[config.mk]
export PLATFORM = sky130hd
export DESIGN_NAME = cc_jugabilidad_gen
export DESIGN_NICKNAME = d
export VERILOG_FILES = /design/src/rtl/cc_jugabilidad_gen.sv
export SDC_FILE = /design/constraint.sdc
export NUM_CORES = 1
export LEC_CHECK = 0
export ABC_AREA = 1
export CORE_MARGIN = 10
export CORE_UTILIZATION = 45
export CTS_CLUSTER_DIAMETER = 40
export DETAILED_ROUTE_END_ITERATION = 6
export HOLD_SLACK_MARGIN = 0.08
export PLACE_DENSITY = 0.67
export SLEW_MARGIN = 15
export SYNTH_ARGS = -nofsm -noshare
export SYNTH_HDL_FRONTEND = slang
export SYNTH_SLANG_ARGS = --single-unit
[constraint.sdc]
create_clock -name CC_JugabilidadGen_CLOCK_50 -period 11.5 [get_ports CC_JugabilidadGen_CLOCK_50]
set_input_delay 1.15 -clock CC_JugabilidadGen_CLOCK_50 [delete_from_list [all_inputs] [get_ports CC_JugabilidadGen_CLOCK_50]]
set_output_delay 1.15 -clock CC_JugabilidadGen_CLOCK_50 [all_outputs]
set_load 0.01 [all_outputs]
[src/rtl/cc_jugabilidad_gen.sv]
// ---------------------------------------------------------------------------
// cc_jugabilidad_gen
//
// Playability filter placed between the random row generator and the
// background shift registers. Each accepted load request either emits a
// "car row" (candidate row from the generator, with every channel
// guaranteed to contain a free run of at least MINGAP zero bits) or a
// blank row. SPACING blank rows follow every car row.
//
// Ports:
//   CC_JugabilidadGen_CLOCK_50          in   system clock
//   CC_JugabilidadGen_RESET_InLow       in   synchronous reset, active low
//   CC_JugabilidadGen_load_InLow        in   row request, active low level;
//                                            a falling edge is one request
//   CC_JugabilidadGen_data_InBUS        in   NCHAN*DATAWIDTH candidate rows
//   CC_JugabilidadGen_data_OutBUS       out  emitted row (0 when idle)
//   CC_JugabilidadGen_BackregsLoadInLow out  background load strobe, active
//                                            low, one cycle per emitted row
//   CC_JugabilidadGen_fixCount          out  count of rows needing a fix
//
// Optional feature: define CC_JUGABILIDAD_STATS_EN to build the saturating
// fixCount counter; otherwise fixCount is a constant zero.
// ---------------------------------------------------------------------------
module cc_jugabilidad_gen #(
    parameter int DATAWIDTH = 8,
    parameter int NCHAN     = 2,
    parameter int SPACING   = 1,
    parameter int MINGAP    = 2
) (
    input  logic                       CC_JugabilidadGen_CLOCK_50,
    input  logic                       CC_JugabilidadGen_RESET_InLow,
    input  logic                       CC_JugabilidadGen_load_InLow,
    input  logic [NCHAN*DATAWIDTH-1:0] CC_JugabilidadGen_data_InBUS,
    output logic [NCHAN*DATAWIDTH-1:0] CC_JugabilidadGen_data_OutBUS,
    output logic                       CC_JugabilidadGen_BackregsLoadInLow,
    output logic [15:0]                CC_JugabilidadGen_fixCount
);

    localparam int BUSW = NCHAN * DATAWIDTH;
    localparam int ROTW = (DATAWIDTH > 1) ? $clog2(DATAWIDTH) : 1;
    // Last legal start position of the cleared window.
    localparam logic [ROTW-1:0] ROT_MAX = ROTW'(DATAWIDTH - MINGAP);

    typedef enum logic [2:0] {
        S_IDLE,
        S_WAIT,
        S_CHECK,
        S_EMIT,
        S_BLANK
    } state_t;

    state_t          state_reg, state_next;
    logic [3:0]      blank_cnt_reg, blank_cnt_next;
    logic [ROTW-1:0] rot_pos_reg, rot_pos_next;
    logic            load_prev_reg;
    logic [BUSW-1:0] out_reg, out_next;

    logic                 trig;
    logic [DATAWIDTH-1:0] clear_mask;
    logic [BUSW-1:0]      fixed_row;
    logic [NCHAN-1:0]     chan_fixed;
    logic                 any_fix;

    // A request is the falling edge of the level strobe, so holding it low
    // yields a single request.
    assign trig = load_prev_reg & ~CC_JugabilidadGen_load_InLow;

    // Window of MINGAP bits starting at rot_pos; shared by all channels so
    // every channel fixed in the same row opens the same gap.
    always_comb begin
        clear_mask = '0;
        for (int b = 0; b < DATAWIDTH; b++) begin
            if ((b >= int'(rot_pos_reg)) && (b < int'(rot_pos_reg) + MINGAP)) begin
                clear_mask[b] = 1'b1;
            end
        end
    end

    for (genvar gi = 0; gi < NCHAN; gi++) begin : g_chan
        logic [DATAWIDTH-1:0] chan_row;
        logic                 needs_fix;

        assign chan_row = CC_JugabilidadGen_data_InBUS[gi*DATAWIDTH +: DATAWIDTH];

        // Longest run of zero bits anywhere in the channel row.
        always_comb begin
            int run_len;
            int best_len;
            run_len  = 0;
            best_len = 0;
            for (int b = 0; b < DATAWIDTH; b++) begin
                if (chan_row[b]) begin
                    run_len = 0;
                end else begin
                    run_len = run_len + 1;
                end
                if (run_len > best_len) begin
                    best_len = run_len;
                end
            end
            needs_fix = (best_len < MINGAP);
        end

        assign chan_fixed[gi] = needs_fix;
        assign fixed_row[gi*DATAWIDTH +: DATAWIDTH] =
            needs_fix ? (chan_row & ~clear_mask) : chan_row;
    end

    assign any_fix = |chan_fixed;

    always_ff @(posedge CC_JugabilidadGen_CLOCK_50) begin
        if (!CC_JugabilidadGen_RESET_InLow) begin
            state_reg     <= S_IDLE;
            blank_cnt_reg <= '0;
            rot_pos_reg   <= '0;
            load_prev_reg <= 1'b1;
            out_reg       <= '0;
        end else begin
            state_reg     <= state_next;
            blank_cnt_reg <= blank_cnt_next;
            rot_pos_reg   <= rot_pos_next;
            load_prev_reg <= CC_JugabilidadGen_load_InLow;
            out_reg       <= out_next;
        end
    end

    always_comb begin
        state_next                          = state_reg;
        blank_cnt_next                      = blank_cnt_reg;
        rot_pos_next                        = rot_pos_reg;
        out_next                            = out_reg;
        CC_JugabilidadGen_data_OutBUS       = '0;
        CC_JugabilidadGen_BackregsLoadInLow = 1'b1;

        case (state_reg)
            S_IDLE: begin
                state_next = S_WAIT;
            end
            S_WAIT: begin
                // Requests arriving in any other state are simply dropped.
                if (trig) begin
                    state_next = (blank_cnt_reg == 4'd0) ? S_CHECK : S_BLANK;
                end
            end
            S_CHECK: begin
                // The only cycle in which the input bus is sampled.
                out_next = fixed_row;
                if (any_fix) begin
                    rot_pos_next = (rot_pos_reg == ROT_MAX) ? '0 : rot_pos_reg + 1'b1;
                end
                state_next = S_EMIT;
            end
            S_EMIT: begin
                CC_JugabilidadGen_data_OutBUS       = out_reg;
                CC_JugabilidadGen_BackregsLoadInLow = 1'b0;
                blank_cnt_next                      = 4'(SPACING);
                state_next                          = S_WAIT;
            end
            S_BLANK: begin
                CC_JugabilidadGen_BackregsLoadInLow = 1'b0;
                blank_cnt_next                      = blank_cnt_reg - 1'b1;
                state_next                          = S_WAIT;
            end
            default: begin
                state_next = S_IDLE;
            end
        endcase
    end

`ifdef CC_JUGABILIDAD_STATS_EN
    logic [15:0] fix_count_reg;

    always_ff @(posedge CC_JugabilidadGen_CLOCK_50) begin
        if (!CC_JugabilidadGen_RESET_InLow) begin
            fix_count_reg <= '0;
        end else if ((state_reg == S_CHECK) && any_fix && (fix_count_reg != 16'hFFFF)) begin
            fix_count_reg <= fix_count_reg + 16'd1;
        end
    end

    assign CC_JugabilidadGen_fixCount = fix_count_reg;
`else
    assign CC_JugabilidadGen_fixCount = 16'h0000;
`endif

endmodule

Yosys cells after proc, flatten, opt, wreduce, memory -nomap -nowiden
Cells that the tools add are included.

Register bits after elaboration: 27. Output and inout bits: 33. Logic and storage cells: 129.

Add/sub/neg operators: 17. $lt $le $gt $ge: 33. Eq/ne operators: 6. Muxes and demuxes: 49. Bitwise gates (word level): 5. Reductions and logical operators: 14.

Operators by type and width (number): 32-bit two-way mux (30); 32-bit by 2-bit adder with 32-bit output, second input constant (14); 32-bit greater-than comparator (14); 4-bit by 32-bit < comparator with 1-bit output, first input constant (3); 32-bit by 1-bit greater-than comparator with 1-bit output, second input constant (2); 3-bit by 32-bit < comparator with 1-bit output, first input constant (2); 32-bit by 3-bit < comparator with 1-bit output, second input constant (2); 1-bit by 32-bit < comparator with 1-bit output, first input constant (1); 2-bit by 32-bit < comparator with 1-bit output, first input constant (1); 8-bit AND (2); 16-bit two-way mux (1); 8-bit two-way mux (2); 1-bit two-way mux (11); 3-bit greater-or-equal comparator, first input constant (3); 3-bit two-way mux (3); 3-bit one-hot mux with 3 select lines (1); 8-bit inverter (1); 4-bit one-hot mux with 2 select lines (1); 1-bit logical AND (7); 3-bit by 2-bit == test with 1-bit output, second input constant (2); 3-bit == test, second input constant (2); 1-bit by 3-bit greater-or-equal comparator with 1-bit output, first input constant (2); 2-bit by 3-bit greater-or-equal comparator with 1-bit output, first input constant (2); 3-bit by 2-bit adder with 4-bit output, second input constant (1); 13 further kinds (14).

Logic depth before layout (Yosys ltp)
Gate-level depths: netlist of the first run.

Depth in word-level cells: 20. Mapped depth: 63.

Worst setup path after synthesis of the first run
OpenSTA, ideal clock, no wires.

Path type: input to register. Start point: input CC_JugabilidadGen_data_InBUS[8]. End point: register rot_pos_reg[1]. Arrival time: 7.831 ns. Required time: 11.371 ns. Slack: 3.540 ns. Stages on the path: 55. Path buffers: 0. Path through: inv_1 > ha_1 > ha_1 > inv_1 > nor2_1 > ha_1 > a21oi_1 > o211ai_2 > nand2_2 > nand2_1 > o21ai_0 > ha_1 > nand2_1 > nand3b_1 > nand2_2 > o21ai_0 > ha_1 > nand2_1 > [19 not listed] > a221o_1 > nand2_1 > nand3_2 > and2_1 > ha_1 > nand2_1 > o21ai_0 > nand4_1 > a31oi_1 > inv_1 > nor3_1 > nand2_1 > nand2_2 > nand2_4 > nand2_4 > nand2_2 > nand2_1 > a21oi_2.

Longest elaborated chain between the ends: 20. Elaborated cells on any way between the ends: 34.

Ends and longest elaborated chain: start, declared (line 33) `input logic [NCHAN*DATAWIDTH-1:0] CC_JugabilidadGen_data_InBUS,`; 1-bit two-way mux * (line 92) `if (chan_row[b]) begin`; 32-bit by 2-bit adder with 32-bit output / 32-bit by 1-bit greater-than comparator with 1-bit output (equally long branches) (line 95, 97); 32-bit two-way mux, on equally long branches (line 92, 97); 32-bit by 2-bit adder with 32-bit output / 32-bit greater-than comparator (equally long branches) (line 95, 97); 32-bit two-way mux, on equally long branches (line 92, 97); 32-bit by 2-bit adder with 32-bit output / 32-bit greater-than comparator (equally long branches) (line 95, 97); 32-bit two-way mux, on equally long branches (line 92, 97); 32-bit by 2-bit adder with 32-bit output / 32-bit greater-than comparator (equally long branches) (line 95, 97); [4 not listed]; 32-bit two-way mux, on equally long branches (line 92, 97); 32-bit by 2-bit adder with 32-bit output / 32-bit greater-than comparator (equally long branches) (line 95, 97); 32-bit two-way mux, on equally long branches (line 92, 97); 32-bit greater-than comparator (line 97) `if (run_len > best_len) begin`; 32-bit two-way mux * (line 97); 32-bit by 3-bit < comparator with 1-bit output * (line 101) `needs_fix = (best_len < MINGAP);`; 2-bit OR reduction * (line 109) `assign any_fix = |chan_fixed;`; 2-bit AND reduction (no line) *; end signal, assigned (line 121) `rot_pos_reg <= rot_pos_next;`; end, declared (line 54) `logic [ROTW-1:0] rot_pos_reg, rot_pos_next;`.

Every way passes the cells marked *; elsewhere a longest branch is shown, timed or not. A chain may end at the register's enable or synchronous reset.

Final worst setup path of the first run
Start point: input CC_JugabilidadGen_data_InBUS[8]. End point: register rot_pos_reg[2].

Same word-level chain as after synthesis.

==> load_flow_metrics.sql, run 1 <==
INSERT INTO impl_metrics (metric_group, metric, value, unit) VALUES
('status', 'result_of_the_run', 'finished, final reports clean', ''),
('job', 'cap_violations', '0', ''),
('power_and_ir_drop', 'power.share.sequential', '20.4', '%'),
('power_and_ir_drop', 'static-leakage-power', '2.30', 'nW'),
('power_and_ir_drop', 'combinationalPowerShare', '69.0', '%'),
('layout', 'final.fill_count', '912', ''),
('placement', 'placedInstanceArea', '4610', 'um2'),
('placement', 'place_congestion', '0.912', ''),
('cts', 'post_cts_resized', '0', ''),
('floorplanning', 'initial_utilization', '46.8', '%'),
('yosys', 'synthesis.yosys.warnings', '0', ''),
('power_and_ir_drop', 'power', '0.520', 'mW'),
('sta', 'skew', '0.00629', 'ns'),
('critical_path', 'most_prevalent_standard_cell_on_the_critical_path', 'sky130_fd_sc_hd__nand2_1', ''),
('hold_path', 'hp-class', 'reg -> reg', ''),
('sta', 'rsz_0062_raised_after_global_routing', 'no', ''),
('sta', 'worst-slew-pin-transition', '0.863', 'ns'),
('route', 'vias', '4108', ''),
('cts', 'max-clock-path-buffers', '2', ''),
('sta', 'number_of_failing_hold_endpoints_at_the_final_stage', '0', ''),
('power_and_ir_drop', 'power.switching_fraction', '50.7', '%'),
('cts', 'cts_root_buffer', 'sky130_fd_sc_hd__clkbuf_8', ''),
('critical_path', 'worst_ep_arrival_time', '9.24', 'ns'),
('critical_path', 'crit-reg2reg-launch', 'state_reg[1]$_SDFFE_PN0P_', ''),
('route', 'detailedRoute.firstPassIterationCount', '5', ''),
('route', 'final_antenna_net_count', '0', ''),
('global_routing', 'grt_total_usage', '13.8', '%'),
('yosys', 'synthDistinctLibCells', '44', ''),
('placement', 'numPortBuffers', '35', ''),
('global_routing', 'global_route_wire_length_before_repair', '16.4', 'mm'),
('cts', 'htree_levels', '1', ''),
('critical_path', 'critical_path.startpoint_type', 'input port', ''),
('sta', 'final_slew_viol_count', '0', ''),
('route', 'remaining_drc_errors', '0', ''),
('yosys', 'synth.yosys.seq_area_share', '13.0', '%'),
('sta', 'relSlewSlack', '42.4', '%'),
('layout', 'layout-drive-gt1-share', '11.0', '%'),
('critical_path', 'worstRegToRegCells', '6', ''),
('sta', 'final.setup.tns', '0', 'ns'),
('sta', 'finalWorstPathRequiredPeriod', '9.10', 'ns'),
('critical_path', 'rr_endpoint', 'out_reg[6]$_SDFFE_PN0N_', ''),
('power_and_ir_drop', 'p_sw', '0.264', 'mW'),
('global_routing', 'grt_antenna_before_repair', '0', ''),
('yosys', 'post_synth_fa_ha_maj_area_fraction', '18.7', '%'),
('yosys', 'share_of_synthesized_area_spent_on_multiplexers', '0', '%'),
('yosys', 'main_combinational_cell_family_by_area_after_synthesis', 'simple AND/OR/NAND/NOR gates', ''),
('floorplanning', 'io_pins', '52', ''),
('route', 'wire_per_inst', '11.4', 'um'),
('layout', 'area_growth', '12.4', '%'),
('route', 'drtIter0Drc', '218', ''),
('cts', 'cts-hold-fix-buffers', '0', ''),
('cts', 'clock_sinks', '27', ''),
('global_routing', 'globalRouteOverflowTotal', '0', ''),
('cts', 'clock_network_latency_to_the_later_pin_of_the_worst_skew_pair', '0.28', 'ns'),
('layout', 'insertedDiodeCount', '0', ''),
('power_and_ir_drop', 'worst_ir_drop_on_vdd', '0.0708', 'mV'),
('floorplanning', 'num_rows', '34', ''),
('sta', 'max_clock_freq', '110', 'MHz'),
('yosys', 'ys_async_sr_fraction', '0', '%'),
('route', 'vias_per_cell', '4.96', ''),
('critical_path', 'worst_setup_path_end_kind', 'flop', ''),
('yosys', 'yosys_register_bits', '27', ''),
('global_routing', 'largest_net_degree_at_the_start_of_global_routing', '33', ''),
('layout', 'final_cells', '828', ''),
('yosys', 'syn_avg_cell_area', '6.21', 'um2'),
('sta', 'final.hold.worst_slack', '0.469', 'ns'),
('yosys', 'post_synth_xor_area_fraction', '0.211', '%'),
('placement', 'hpwl', '7.89', 'mm'),
('sta', 'total_of_endpoints_with_negative_setup_slack_in_the_final_report', '0', ''),
('power_and_ir_drop', 'internal-power', '0.256', 'mW'),
('critical_path', 'cp_slowest_stage_delay', '0.53', 'ns');
## cells in the final DEF, fill, tap and decap left out, types with 4 or more instances in the layout
master and count:
sky130_fd_sc_hd__nor2_1 71, sky130_fd_sc_hd__o21ai_0 44, sky130_fd_sc_hd__nand2_2 33, sky130_fd_sc_hd__nand3_2 13, sky130_fd_sc_hd__inv_2 4, sky130_fd_sc_hd__nor3_1 21, sky130_fd_sc_hd__dfxtp_1 27, sky130_fd_sc_hd__a21oi_1 46
sky130_fd_sc_hd__nand2_1 127, sky130_fd_sc_hd__ha_1 62, sky130_fd_sc_hd__clkdlybuf4s50_1 35, sky130_fd_sc_hd__nand3_1 38, sky130_fd_sc_hd__conb_1 38, sky130_fd_sc_hd__nand2_4 11, sky130_fd_sc_hd__inv_1 109
## metrics by stage
step                      setup WS (ns)  util [%]
after floorplan                    3.54         -
after global placement             2.50      52.1
after detailed placement           2.14      52.1
after CTS                          2.40      52.6
after global routing               1.62      52.6
final                              2.40      52.6
## power groups by stage
stage                     Clock (mW)  Sequential, mW  Combinational (mW)
after CTS                     0.0552           0.106               0.359
after global placement             0           0.108               0.349
final                         0.0551           0.106               0.359
after global routing          0.0601           0.107               0.414
after floorplan                    0           0.107               0.295
after detailed placement           0           0.108               0.356
## critical path: cells and delay by family
| kind | cells | cell delay [ns] |
|---|---|---|
| AOI/OAI and AO/OA | 11 | 1.99 |
| adders and majority gates | 8 | 2.21 |
| and+or+nand+nor | 30 | 2.83 |
| buffers and inverters | 7 | 1.01 |
## synth_stat cells, types with 4 or more instances
library cell | instances | area share [%]
sky130_fd_sc_hd__inv_2 | 4 | 0.36
sky130_fd_sc_hd__nand2_4 | 11 | 3.0
sky130_fd_sc_hd__nor2_1 | 71 | 6.4
sky130_fd_sc_hd__buf_4 | 16 | 2.9
sky130_fd_sc_hd__nand2_2 | 33 | 5.0
sky130_fd_sc_hd__nand3_2 | 13 | 3.1
sky130_fd_sc_hd__nand3_1 | 38 | 4.6
sky130_fd_sc_hd__nand2_1 | 127 | 12
sky130_fd_sc_hd__ha_1 | 62 | 19
sky130_fd_sc_hd__inv_1 | 109 | 9.9
sky130_fd_sc_hd__clkbuf_1 | 4 | 0.36
sky130_fd_sc_hd__dfxtp_1 | 27 | 13
sky130_fd_sc_hd__nor3_1 | 21 | 2.5
sky130_fd_sc_hd__a21oi_1 | 46 | 5.6
sky130_fd_sc_hd__o21ai_0 | 44 | 5.3
## worst min-delay path by stage
stage	startpoint	to	slack [ns]	cells after the start
finish	out_reg[1]$_SDFFE_PN0N_	out_reg[1]$_SDFFE_PN0N_	0.47	2
global route	out_reg[3]$_SDFFE_PN0N_	out_reg[3]$_SDFFE_PN0N_	0.49	2
global placement	blank_cnt_reg[1]$_SDFFE_PN0N_	blank_cnt_reg[1]$_SDFFE_PN0N_	0.45	2
detailed placement	out_reg[7]$_SDFFE_PN0N_	out_reg[7]$_SDFFE_PN0N_	0.46	2
floorplan	blank_cnt_reg[2]$_SDFFE_PN0N_	blank_cnt_reg[2]$_SDFFE_PN0N_	0.44	1
CTS	out_reg[7]$_SDFFE_PN0N_	out_reg[7]$_SDFFE_PN0N_	0.47	2
## logic make-up (layout without fill, tap and decap cells)
kind of cell	count (synthesis)	count (layout)
AO/OA/AOI/OAI	106	106
XOR/XNOR	1	1
adder cells (fa/ha/maj)	62	62
buffers and inverters	138	155
flip-flops	27	27
other	2	38
AND/OR/NAND/NOR	331	331
## area by class of cell
type                    count  area, um2  area share [%]
multi-input cells         538       3150            67.6
well taps                 108        135            2.90
clock inverters             1       5.00           0.107
clock buffers               3       41.3           0.887
repair buffers             35        350            7.52
inverters                 116        437            9.38
flip-flops and latches     27        541            11.6
## metal layers
layer  up-vias  wire, um  track usage [%]  part of all wire [%]
met2        74      4300             23.7                    46
met3         6       391             1.91                   4.2
met1      1827      4690             18.7                    50
li1       2201         -                -                     -
met5         -         0                0                     0
met4         0        31            0.917                  0.33
Note: power is estimated with default switching activity, not from simulation.
==> run 2: changes to the inputs <==
==> constraint.sdc (replaced) <==
create_clock -name CC_JugabilidadGen_CLOCK_50 -period 9.25 [get_ports CC_JugabilidadGen_CLOCK_50]
set_input_delay 0.925 -clock CC_JugabilidadGen_CLOCK_50 [delete_from_list [all_inputs] [get_ports CC_JugabilidadGen_CLOCK_50]]
set_output_delay 0.925 -clock CC_JugabilidadGen_CLOCK_50 [all_outputs]
set_load 0.01 [all_outputs]
==> load_flow_metrics.sql, run 2 (synthesized netlist as in run 1, its figures left out) <==
INSERT INTO impl_metrics (metric_group, metric, value, unit) VALUES
('status', 'result_of_the_run', 'finished, final reports clean', ''),
('layout', 'layout_commonest_cell', 'sky130_fd_sc_hd__nand2_1', ''),
('route', 'dr_wl_met2', '4.34', 'mm'),
('global_routing', 'grt_pass1_vias', '3790', ''),
('global_routing', 'grt_antenna_before_repair', '0', ''),
('route', 'top_layer_used', 'met4', ''),
('route', 'vias_per_cell', '4.99', ''),
('layout', 'area_growth', '13.3', '%'),
('sta', 'finalWorstSetupSlack', '0.769', 'ns'),
('route', 'remaining_drc_errors', '0', ''),
('route', 'drt-total-wl', '9.50', 'mm'),
('layout', 'most_frequent_cells_in_the_layout', 'sky130_fd_sc_hd__nand2_1 (126), sky130_fd_sc_hd__inv_1 (108), sky130_fd_sc_hd__nor2_1 (71)', ''),
('critical_path', 'critical_path.slowest_cell', 'sky130_fd_sc_hd__clkdlybuf4s50_1', ''),
('global_routing', 'grt_total_usage', '13.6', '%'),
('sta', 'skew', '0.00530', 'ns'),
('route', 'drtIter0Drc', '171', ''),
('hold_path', 'worst_hold_path.endpoint', 'blank_cnt_reg[1]$_SDFFE_PN0N_', ''),
('cts', 'clock_sinks', '27', ''),
('placement', 'place_congestion', '0.914', ''),
('critical_path', 'worst-path-max-fanout', '9', ''),
('global_routing', 'largest_net_degree_at_the_start_of_global_routing', '33', ''),
('cts', 'clock_input_transition_at_the_sequential_cells_of_the_worst_setup_and_hold_paths', '0.09', 'ns'),
('sta', 'final.setup.tns', '0', 'ns'),
('layout', 'ff_latch_area', '541', 'um2'),
('critical_path', 'critPathKind', 'in -> reg', ''),
('floorplanning', 'initial_utilization', '46.8', '%'),
('power_and_ir_drop', 'internal-power', '0.322', 'mW'),
('layout', 'layout.nets', '804', ''),
('placement', 'numPortBuffers', '35', ''),
('route', 'final_antenna_net_count', '0', ''),
('route', 'wire_per_inst', '11.4', 'um'),
('cts', 'max-clock-path-buffers', '2', ''),
('power_and_ir_drop', 'share_clk_of_total_power', '10.3', '%'),
('job', 'cap_violations', '0', ''),
('cts', 'cts_root_buffer', 'sky130_fd_sc_hd__clkbuf_8', ''),
('layout', 'final.fill_count', '901', ''),
('power_and_ir_drop', 'static-leakage-power', '2.32', 'nW'),
('critical_path', 'cp_slowest_stage_delay', '0.48', 'ns'),
('power_and_ir_drop', 'p_sw', '0.328', 'mW'),
('layout', 'design_area', '4700', 'um2'),
('sta', 'max_clock_freq', '118', 'MHz'),
('sta', 'total_of_endpoints_with_negative_setup_slack_in_the_final_report', '0', ''),
('critical_path', 'rr_endpoint', 'out_reg[6]$_SDFFE_PN0N_', ''),
('route', 'wl_met3', '417', 'um'),
('critical_path', 'most_prevalent_standard_cell_on_the_critical_path', 'sky130_fd_sc_hd__nand2_1', ''),
('layout', 'layout-drive-gt1-share', '11.8', '%'),
('cts', 'tritoncts.num_buffers', '3', ''),
('sta', 'rsz_0062_raised_after_global_routing', 'no', ''),
('cts', 'cts-hold-fix-buffers', '0', ''),
('power_and_ir_drop', 'worst_ir_drop_on_vdd', '0.0939', 'mV'),
('hold_path', 'hp-start', 'blank_cnt_reg[1]$_SDFFE_PN0N_', ''),
('sta', 'relSlewSlack', '41.4', '%'),
('critical_path', 'crit-reg2reg-launch', 'state_reg[1]$_SDFFE_PN0P_', ''),
('layout', 'area_of_combinational_cells_with_multiple_inputs', '3170', 'um2'),
('critical_path', 'worstRegToRegCells', '6', ''),
('power_and_ir_drop', 'power.share.sequential', '20.3', '%'),
('critical_path', 'setup.reg_to_reg.worst_slack', '7.00', 'ns'),
('critical_path', 'worst_setup_path_end_kind', 'flop', ''),
('placement', 'placedInstanceArea', '4620', 'um2'),
('sta', 'final_worst_path_cycle_share', '91.7', '%'),
('route', 'vias', '4139', ''),
('sta', 'finalWorstPathRequiredPeriod', '8.48', 'ns'),
('hold_path', 'hp-class', 'reg -> reg', ''),
('power_and_ir_drop', 'power.density', '138', 'nW/um2'),
('hold_path', 'timing.hold.worst_path_depth', '2', ''),
('critical_path', 'worst_ep_arrival_time', '8.61', 'ns'),
('critical_path', 'data_required_time_at_the_worst_endpoint', '9.38', 'ns'),
('cts', 'htree_levels', '1', ''),
('route', 'detailedRoute.firstPassIterationCount', '5', ''),
('sta', 'final_slew_viol_count', '0', ''),
('sta', 'worst-slew-pin-transition', '0.878', 'ns'),
('floorplanning', 'io_pins', '52', ''),
('global_routing', 'global_route_wire_length_before_repair', '16.0', 'mm'),
('power_and_ir_drop', 'combinationalPowerShare', '69.4', '%'),
('placement', 'dp_worst_setup_slack', '0.0314', 'ns'),
('floorplanning', 'placeableCoreArea', '8850', 'um2'),
('cts', 'clock_network_latency_to_the_later_pin_of_the_worst_skew_pair', '0.27', 'ns'),
('floorplanning', 'die_x', '116', 'um'),
('layout', 'insertedDiodeCount', '0', ''),
('floorplanning', 'die_area', '13400', 'um2'),
('sta', 'number_of_failing_hold_endpoints_at_the_final_stage', '0', ''),
('power_and_ir_drop', 'power.switching_fraction', '50.5', '%'),
('layout', 'max_reg_flops', '16', ''),
('floorplanning', 'die_height', '116', 'um'),
('critical_path', 'critical_path.startpoint_type', 'input port', ''),
('global_routing', 'globalRouteOverflowTotal', '0', ''),
('floorplanning', 'num_rows', '34', ''),
('cts', 'cts_tree', 'built', ''),
('placement', 'hpwl', '7.97', 'mm'),
('route', 'met1_length', '4.65', 'mm');
## run 2: changes by cell type in the layout (fill, tap and decap cells not counted), sizes merged
cell           change
dlymetal6s2s       +1
buf                +2
clkdlybuf4s50      -1
## run 2: layout make-up
cell class,count,area share [%]
sequential,27,11.5
timing repair buffer,37,7.83
clock inverter,1,0.107
inverter,116,9.30
multi-input combinational,538,67.5
clock buffer,3,0.879
tap,108,2.88
## run 2: worst max path at each step
| stage | start | endpoint | slack (ns) | depth (start not counted) |
|---|---|---|---|---|
| 2_1_floorplan | CC_JugabilidadGen_data_InBUS[8] | rot_pos_reg[1]$_SDFFE_PN0P_ | 1.52 | 55 |
| 3_3_place_gp | CC_JugabilidadGen_data_InBUS[8] | rot_pos_reg[0]$_SDFFE_PN0P_ | 0.47 | 54 |
| 3_5_place_dp | CC_JugabilidadGen_data_InBUS[8] | rot_pos_reg[2]$_SDFFE_PN0P_ | 0.03 | 54 |
| 4_1_cts | CC_JugabilidadGen_data_InBUS[8] | rot_pos_reg[1]$_SDFFE_PN0P_ | 0.28 | 54 |
| 5_1_grt | CC_JugabilidadGen_data_InBUS[9] | rot_pos_reg[2]$_SDFFE_PN0P_ | 0.08 | 59 |
| 6_report | CC_JugabilidadGen_data_InBUS[9] | rot_pos_reg[1]$_SDFFE_PN0P_ | 0.77 | 60 |
## run 2: metrics by stage
stage / utilization, % / cells / hold WS (ns) / total power, mW
3_5_place_dp: 52.2 / 825 / 0.455 / 0.577
6_report: 53.1 / 830 / 0.464 / 0.650
2_1_floorplan: - / 703 / 0.435 / 0.500
5_1_grt: 53.1 / 830 / 0.487 / 0.724
4_1_cts: 52.7 / 829 / 0.469 / 0.647
3_3_place_gp: 52.2 / 825 / 0.450 / 0.568
## run 2: power groups by stage
| stage | Combinational, mW | Clock [mW] | Sequential (mW) |
|---|---|---|---|
| finish | 0.451 | 0.0668 | 0.132 |
| global route | 0.516 | 0.0738 | 0.134 |
| CTS | 0.446 | 0.0692 | 0.132 |
| detailed placement | 0.442 | 0 | 0.135 |
| global placement | 0.434 | 0 | 0.134 |
| floorplan | 0.367 | 0 | 0.133 |
## run 2: what timing repair did
| action | in CTS | in global routing |
|---|---|---|
| resized for setup | 0 | 9 |
| setup endpoints to repair | 0 | 11 |
| setup buffers | 0 | 1 |
## run 2: critical path, delay by kind of cell
family | cells | cell delay, ns
adders and majority gates | 8 | 2.14
and+or+nand+nor | 33 | 3.00
AOI/OAI and AO/OA | 11 | 1.61
buffers and inverters | 8 | 0.92
## run 2: routing by layer
metal  vias to the layer above  GRT usage [%]
met4                         0           2.59
met3                        10           1.71
li1                       2217              -
met2                        68           23.8
met5                         -              0
met1                      1844           17.5
